### config.mk
export PLATFORM = sky130hd
export DESIGN_NAME = tdm_mux_tx
export DESIGN_NICKNAME = d
export VERILOG_FILES = /design/src/rtl/tdm_mux_tx.sv
export SDC_FILE = /design/constraint.sdc
export NUM_CORES = 1
export LEC_CHECK = 0
export ABC_AREA = 1
export BUFFER_PORTS_ARGS = -buffer_cell sky130_fd_sc_hd__buf_4
export CORE_MARGIN = 10
export CORE_UTILIZATION = 55
export CTS_CLUSTER_SIZE = 20
export DETAILED_ROUTE_END_ITERATION = 8
export PLACE_DENSITY = 0.85
export SLEW_MARGIN = 30
export SYNTH_ARGS = -nofsm -noshare
export SYNTH_HDL_FRONTEND = slang
export SYNTH_SLANG_ARGS = --single-unit
### constraint.sdc
create_clock -name clk -period 4.7 [get_ports clk]
set_input_delay 0.705 -clock clk [delete_from_list [all_inputs] [get_ports clk]]
set_output_delay 0.705 -clock clk [all_outputs]
set_load 0.05 [all_outputs]
### src/rtl/tdm_mux_tx.sv
// tdm_mux_tx: captures one word per lane and sends the frame serially, lane 0
// first, each lane MSB first. A frame strobe and the lane index travel with
// every bit so the receiving demux can route it back to its lane.
//
// Handshake: a frame is accepted on a rising edge where load_valid and
// load_ready are both 1. load_ready depends only on state and counters. It is
// 1 in IDLE and on the last bit of a frame, which allows back-to-back frames
// with no gap. load_valid while load_ready is 0 is ignored, not queued.
module tdm_mux_tx #(
  parameter int CHANNELS = 4,
  parameter int WIDTH    = 8
) (
  input  logic                          clk,
  input  logic                          rst_n,
  input  logic [CHANNELS*WIDTH-1:0]     ch_data,
  input  logic                          load_valid,
  output logic                          load_ready,
  output logic                          tx_bit,
  output logic                          tx_valid,
  output logic                          tx_frame,
  output logic [$clog2(CHANNELS)-1:0]   tx_sel
);

  localparam int FRAME_BITS = CHANNELS * WIDTH;
  localparam int CH_W       = $clog2(CHANNELS);
  localparam int BIT_W      = $clog2(WIDTH);

  // Explicit wrap points, so a WIDTH that is not a power of two never relies
  // on counter overflow.
  localparam logic [CH_W-1:0]  CH_LAST  = CH_W'(CHANNELS - 1);
  localparam logic [BIT_W-1:0] BIT_LAST = BIT_W'(WIDTH - 1);

  typedef enum logic {
    IDLE  = 1'b0,
    SHIFT = 1'b1
  } state_t;

  state_t                  state;
  state_t                  state_next;
  logic [CH_W-1:0]         ch_cnt;
  logic [BIT_W-1:0]        bit_cnt;
  logic [FRAME_BITS-1:0]   frame_ordered;
  logic [FRAME_BITS-1:0]   shift_q;
  logic                    tx_bit_q;
  logic                    tx_frame_q;
  logic                    last_bit;
  logic                    capture;

  // Lane 0 goes to the top of the frame register, so shifting out from the
  // MSB yields lane 0 MSB first, then lane 1, and so on.
  for (genvar k = 0; k < CHANNELS; k++) begin : g_order
    assign frame_ordered[(CHANNELS-1-k)*WIDTH +: WIDTH] = ch_data[k*WIDTH +: WIDTH];
  end

  assign last_bit   = (state == SHIFT) && (ch_cnt == CH_LAST) && (bit_cnt == BIT_LAST);
  assign load_ready = (state == IDLE) || last_bit;
  assign capture    = load_ready && load_valid;

  // The counters always describe the bit currently on tx_bit.
  assign tx_bit   = tx_bit_q;
  assign tx_frame = tx_frame_q;
  assign tx_valid = (state == SHIFT);
  assign tx_sel   = ch_cnt;

  // Next-state logic: leave SHIFT only when the last bit goes without a reload.
  always_comb begin
    state_next = state;
    case (state)
      IDLE:    if (load_valid) state_next = SHIFT;
      SHIFT:   if (last_bit && !load_valid) state_next = IDLE;
      default: state_next = IDLE;
    endcase
  end

  // State register.
  always_ff @(posedge clk or negedge rst_n) begin
    if (!rst_n) state <= IDLE;
    else        state <= state_next;
  end

  // Datapath: on load, present bit 0 at once. In SHIFT, step to the next bit.
  // Otherwise, return outputs and counters to their idle values.
  always_ff @(posedge clk or negedge rst_n) begin
    if (!rst_n) begin
      shift_q    <= '0;
      tx_bit_q   <= 1'b0;
      tx_frame_q <= 1'b0;
      ch_cnt     <= '0;
      bit_cnt    <= '0;
    end else if (capture) begin
      shift_q    <= {frame_ordered[FRAME_BITS-2:0], 1'b0};
      tx_bit_q   <= frame_ordered[FRAME_BITS-1];
      tx_frame_q <= 1'b1;
      ch_cnt     <= '0;
      bit_cnt    <= '0;
    end else if (state == SHIFT && !last_bit) begin
      shift_q    <= {shift_q[FRAME_BITS-2:0], 1'b0};
      tx_bit_q   <= shift_q[FRAME_BITS-1];
      tx_frame_q <= 1'b0;
      if (bit_cnt == BIT_LAST) begin
        bit_cnt <= '0;
        ch_cnt  <= ch_cnt + 1'b1;
      end else begin
        bit_cnt <= bit_cnt + 1'b1;
      end
    end else begin
      tx_bit_q   <= 1'b0;
      tx_frame_q <= 1'b0;
      ch_cnt     <= '0;
      bit_cnt    <= '0;
    end
  end

endmodule

# Word-level counts from Yosys, hierarchy flattened
# Cells that the tools add are included.
# word_totals
reg_bits,40
in_bits,35
output_inout_bits,6
word_cells,35
# op_classes
n_addsub,2
n_eq_ne,3
n_mux,14
n_bitwise,1
n_reduce_logical,9
# op_table
op,n
2-to-1 mux 32 bit,2
2-to-1 mux 3 bit,3
2-to-1 mux 2 bit,3
logical AND 1 bit,5
2-to-1 mux 1 bit,5
adder 3 x 1 -> 3 bit (second input constant),1
== test 3 bit (second input constant),1
inequality test 3 x 2 -> 1 bit (second input constant),1
adder 2 x 1 -> 2 bit (second input constant),1
== test 2 bit (second input constant),1
logical NOT 1 bit,2
one-hot mux 1 bit (2 select lines),1
nonzero test 2 bit,1
logical OR 1 bit,1
inverter 1 bit,1

# Depth between registers and ports, before layout
# logic_depth
depth_word,7
mapped_depth,8
mapped_depth_nobuf,6

# Worst setup path after synthesis
# Ideal clock, no wire load.
# synth_path
path_type,register -> output
start,"register ch_cnt[0], in the netlist tx_sel[0]"
end,output port load_ready
t_arrival_ns,1.389
required_ns,3.995
setup_slack_ns,2.606
stages_incl_launch_ff,5
n_path_buf,1
cell_sequence,dfrtp_1 ha_1 nand2_1 nand2_1 buf_2
# synth_via
elab_chain_cells,4
# synth_lines
element,line,text
"start, declared",40,logic [CH_W-1:0] ch_cnt;
"start signal, assigned",102,ch_cnt <= ch_cnt + 1'b1;
== test 2 bit,55,assign last_bit = (state == SHIFT) && (ch_cnt == CH_LAST) && (bit_cnt == BIT_LAST);
logical AND 1 bit (2 in a row),55,
logical OR 1 bit,56,assign load_ready = (state == IDLE) || last_bit;
"end, declared",17,"output logic load_ready,"
# No other way between the ends.

# Worst setup path in the final report
# layout_path
start,register bit_cnt[0]
end,output port load_ready
# layout_via
elab_chain_cells,3
# layout_lines
element,line,text
"start, declared",41,logic [BIT_W-1:0] bit_cnt;
"start signal, assigned",104,bit_cnt <= bit_cnt + 1'b1;
== test 3 bit,55,
logical AND 1 bit,55,
logical OR 1 bit,56,
# No other way between the ends.

==> metrics.txt <==
global-route wire length before repair=6541 µm; CP Data Required Time=3.99 ns; cell area after technology mapping=0.001768 mm²; H-tree depth=2; antenna violations before repair=0; fraction of final layout cells sized beyond drive strength 1=0.2152; Chip Width=76.70 µm; total core area=0.003053 mm²; count of synthesis-stage warnings from yosys=0; cell family contributing the most delay on the critical path=buffers and inverters; relative area change from synthesis to final layout=20.38%; ratio of total power to cell area=481.6 mW/mm²; Crit-path slowest cell=sky130_fd_sc_hd__buf_4; number of setup violations in the final report=0; Setup Total Neg Slack=0 ns; element type at the critical path end=primary output; Routed WL=3813 µm; RePlAce Congestion=0.7245; Gates resized, CTS repair=0; post-route DRC violation count=0; Buffers & Inverters on Critical Path=2; final count of hold timing violations=0; clock insertion delay at the later pin of the skew report=0.36 ns; final HPWL from detailed placement=2437 µm; height of the chip=76.70 µm; Comb power frac=0.311; number of register bits inferred by synthesis=39; CP peak stage delay=0.49 ns; starting utilization of the core area=0.5791; drt wl/cell=13.57 µm; Final ANT Viol Nets=0; number of buffers added on ports=40; post-synthesis net count=242; net switching component of the power=0.0003569 W; result of the run=finished, final reports clean; cell chain of the critical path=ha_1 -> ha_1 -> nand2_1 -> nand2_2 -> buf_4 -> buf_4; pin count of the biggest net entering global routing=70; via count of the first global-routing pass=1517; transition at the pin with the smallest max-transition slack=0.8795 ns; cell area reported after detailed placement=0.002059 mm²; global-route usage over all layers=0.1317; tightest slew margin relative to the limit=0.4100; type of origin of the critical path=flop; Vias per Instance=5.388; count of antenna diodes in the layout=0; maximum root-to-sink buffer count=2; sw frac=0.3482; Setup CP Type=flop to primary output; internal power summed over all cells=0.0006682 W; Hold-fix buffers, CTS=0; vias post-DR=1514; Max Fanout on Critical Path=69; number of DRC markers after the initial detailed-route iteration=132; final instance area=0.002128 mm²; sink count of the clock tree=39; Clock power frac=0.190; share of synthesized area occupied by flip-flops and latches=0.5520; overflow left after global routing=0; share of power burned in registers=0.499; most common cell after layout, fill and taps aside=sky130_fd_sc_hd__nand3_1; Worst IR Drop VDD=0.2552 mV; Hold Path Class=input pin to asynchronous set/reset pin; max_cap viols=0; net total in the final layout=274; Yosys cell types=15; CP Data Arrival Time=2.13 ns; Post-CTS Setup Bufs=0; TritonCTS clock tree=yes; most frequent cells in the layout=sky130_fd_sc_hd__nand3_1 (92), sky130_fd_sc_hd__buf_4 (42), sky130_fd_sc_hd__dfrtp_1 (39), sky130_fd_sc_hd__nand2_1 (37), sky130_fd_sc_hd__inv_1 (6); IO Count=41; Pleak=1.079 nW; period utilisation layout=0.6027; number of buffers added by the clock tree synthesis step=5; clock transition at the register clock pins on the worst setup and hold paths after CTS=0.11 ns; final period demand of the worst path=2.833 ns; Clock Root Buffer=sky130_fd_sc_hd__clkbuf_4; unrepaired setup endpoints after global routing=no; Post-Synthesis Cells=204; peak clock frequency supported by timing=0.3530 GHz; final-report max-slew violation count=0; floorplan die area=0.005882 mm²; number of rows in the core area=20; Worst Skew=0.005645 ns; mean instance size in the synthesized netlist=8.666 µm²; drt pass-1 iters=5
==> registers in the layout, summed over array words and instances (netlist names) <==
name / cells
bit_cnt: 3
tx_sel: 2
shift_q: 31
tx_valid: 1
tx_frame: 1
tx_bit: 1
==> area by class of cell <==
cell class / instances / area (µm²)
tap: 44 / 55.05
clock buffer: 8 / 68.82
multi-input combinational: 141 / 686.9
fill: 261 / 924.6
sequential: 39 / 975.9
timing repair buffer: 42 / 315.3
inverter: 7 / 26.28
==> worst paths after layout <==
| path | depth (start not counted) | start | slack [ns] | end |
|---|---|---|---|---|
| worst max register to register | 7 | bit_cnt[0] | 2.87 | shift_q[20] |
| worst max-delay path | 6 | bit_cnt[0] | 1.87 | load_ready |
| min in group clk | 1 | bit_cnt[0] | 0.45 | bit_cnt[0] |
| worst min register to register | 1 | bit_cnt[0] | 0.45 | bit_cnt[0] |
| max in group asynchronous | 1 | rst_n | 4.07 | shift_q[21] |
| worst min-delay path | 1 | rst_n | 0.29 | shift_q[4] |
==> power groups by stage <==
stage               clock network [W]  registers, W  logic (W)
floorplan                           0      0.000550   0.000195
global placement                    0      0.000514   0.000315
detailed placement                  0      0.000517   0.000323
CTS                          0.000199      0.000511   0.000326
global route                 0.000212      0.000528   0.000362
finish                       0.000195      0.000512   0.000319
==> kinds of logic after synthesis <==
logic type      count (synthesis)  share of synthesized area
simple gates                  134                     0.3503
flops                          39                     0.5520
buf+inv                        24                    0.06299
compound gates                  3                   0.008490
fa+ha+maj                       3                    0.02123
xor+xnor                        1                   0.004955
==> per-layer routing <==
metal / track usage / share of wire / vias up
met3: 0.05594 / 0.085 / 8
met5: 0 / 0 / -
met4: 0.05576 / 0.014 / 0
li1: - / - / 758
met2: 0.2150 / 0.48 / 45
met1: 0.1468 / 0.42 / 703
==> worst register-to-register path: stages, from the launching register on <==
cell and delay, ns:
sky130_fd_sc_hd__dfrtp_1 0.37, sky130_fd_sc_hd__ha_1 0.15, sky130_fd_sc_hd__ha_1 0.28, sky130_fd_sc_hd__nand2_1 0.10
sky130_fd_sc_hd__nand2_2 0.06, sky130_fd_sc_hd__buf_4 0.49, sky130_fd_sc_hd__nand3_1 0.20, sky130_fd_sc_hd__nand3_1 0.13
==> stage by stage <==
step / hold WS (ns) / util / power (W) / setup WS [ns] / cells
CTS: 0.3178 / 0.6971 / 0.001036 / 1.864 / 281
floorplan: 0.4094 / - / 0.0007449 / 2.607 / 204
finish: 0.2942 / 0.6971 / 0.001025 / 1.867 / 281
detailed placement: 0.4319 / 0.6746 / 0.0008401 / 2.267 / 273
global route: 0.3195 / 0.6971 / 0.001102 / 1.710 / 281
global placement: 0.4252 / 0.6746 / 0.0008293 / 2.309 / 273
==> cells in the mapped netlist, drive strengths merged <==
master	instances	area (µm²)
nor3	1	5.000
inv	7	26.28
dfrtp	39	975.9
clkbuf	6	22.52
buf	11	62.56
ha	3	37.54
nand2	38	142.6
o21ai	1	5.000
nand3	92	460.4
xnor2	1	8.760
nor2	3	11.26
a21oi	2	10.01
No activity file was read; power rests on OpenSTA's default activity.
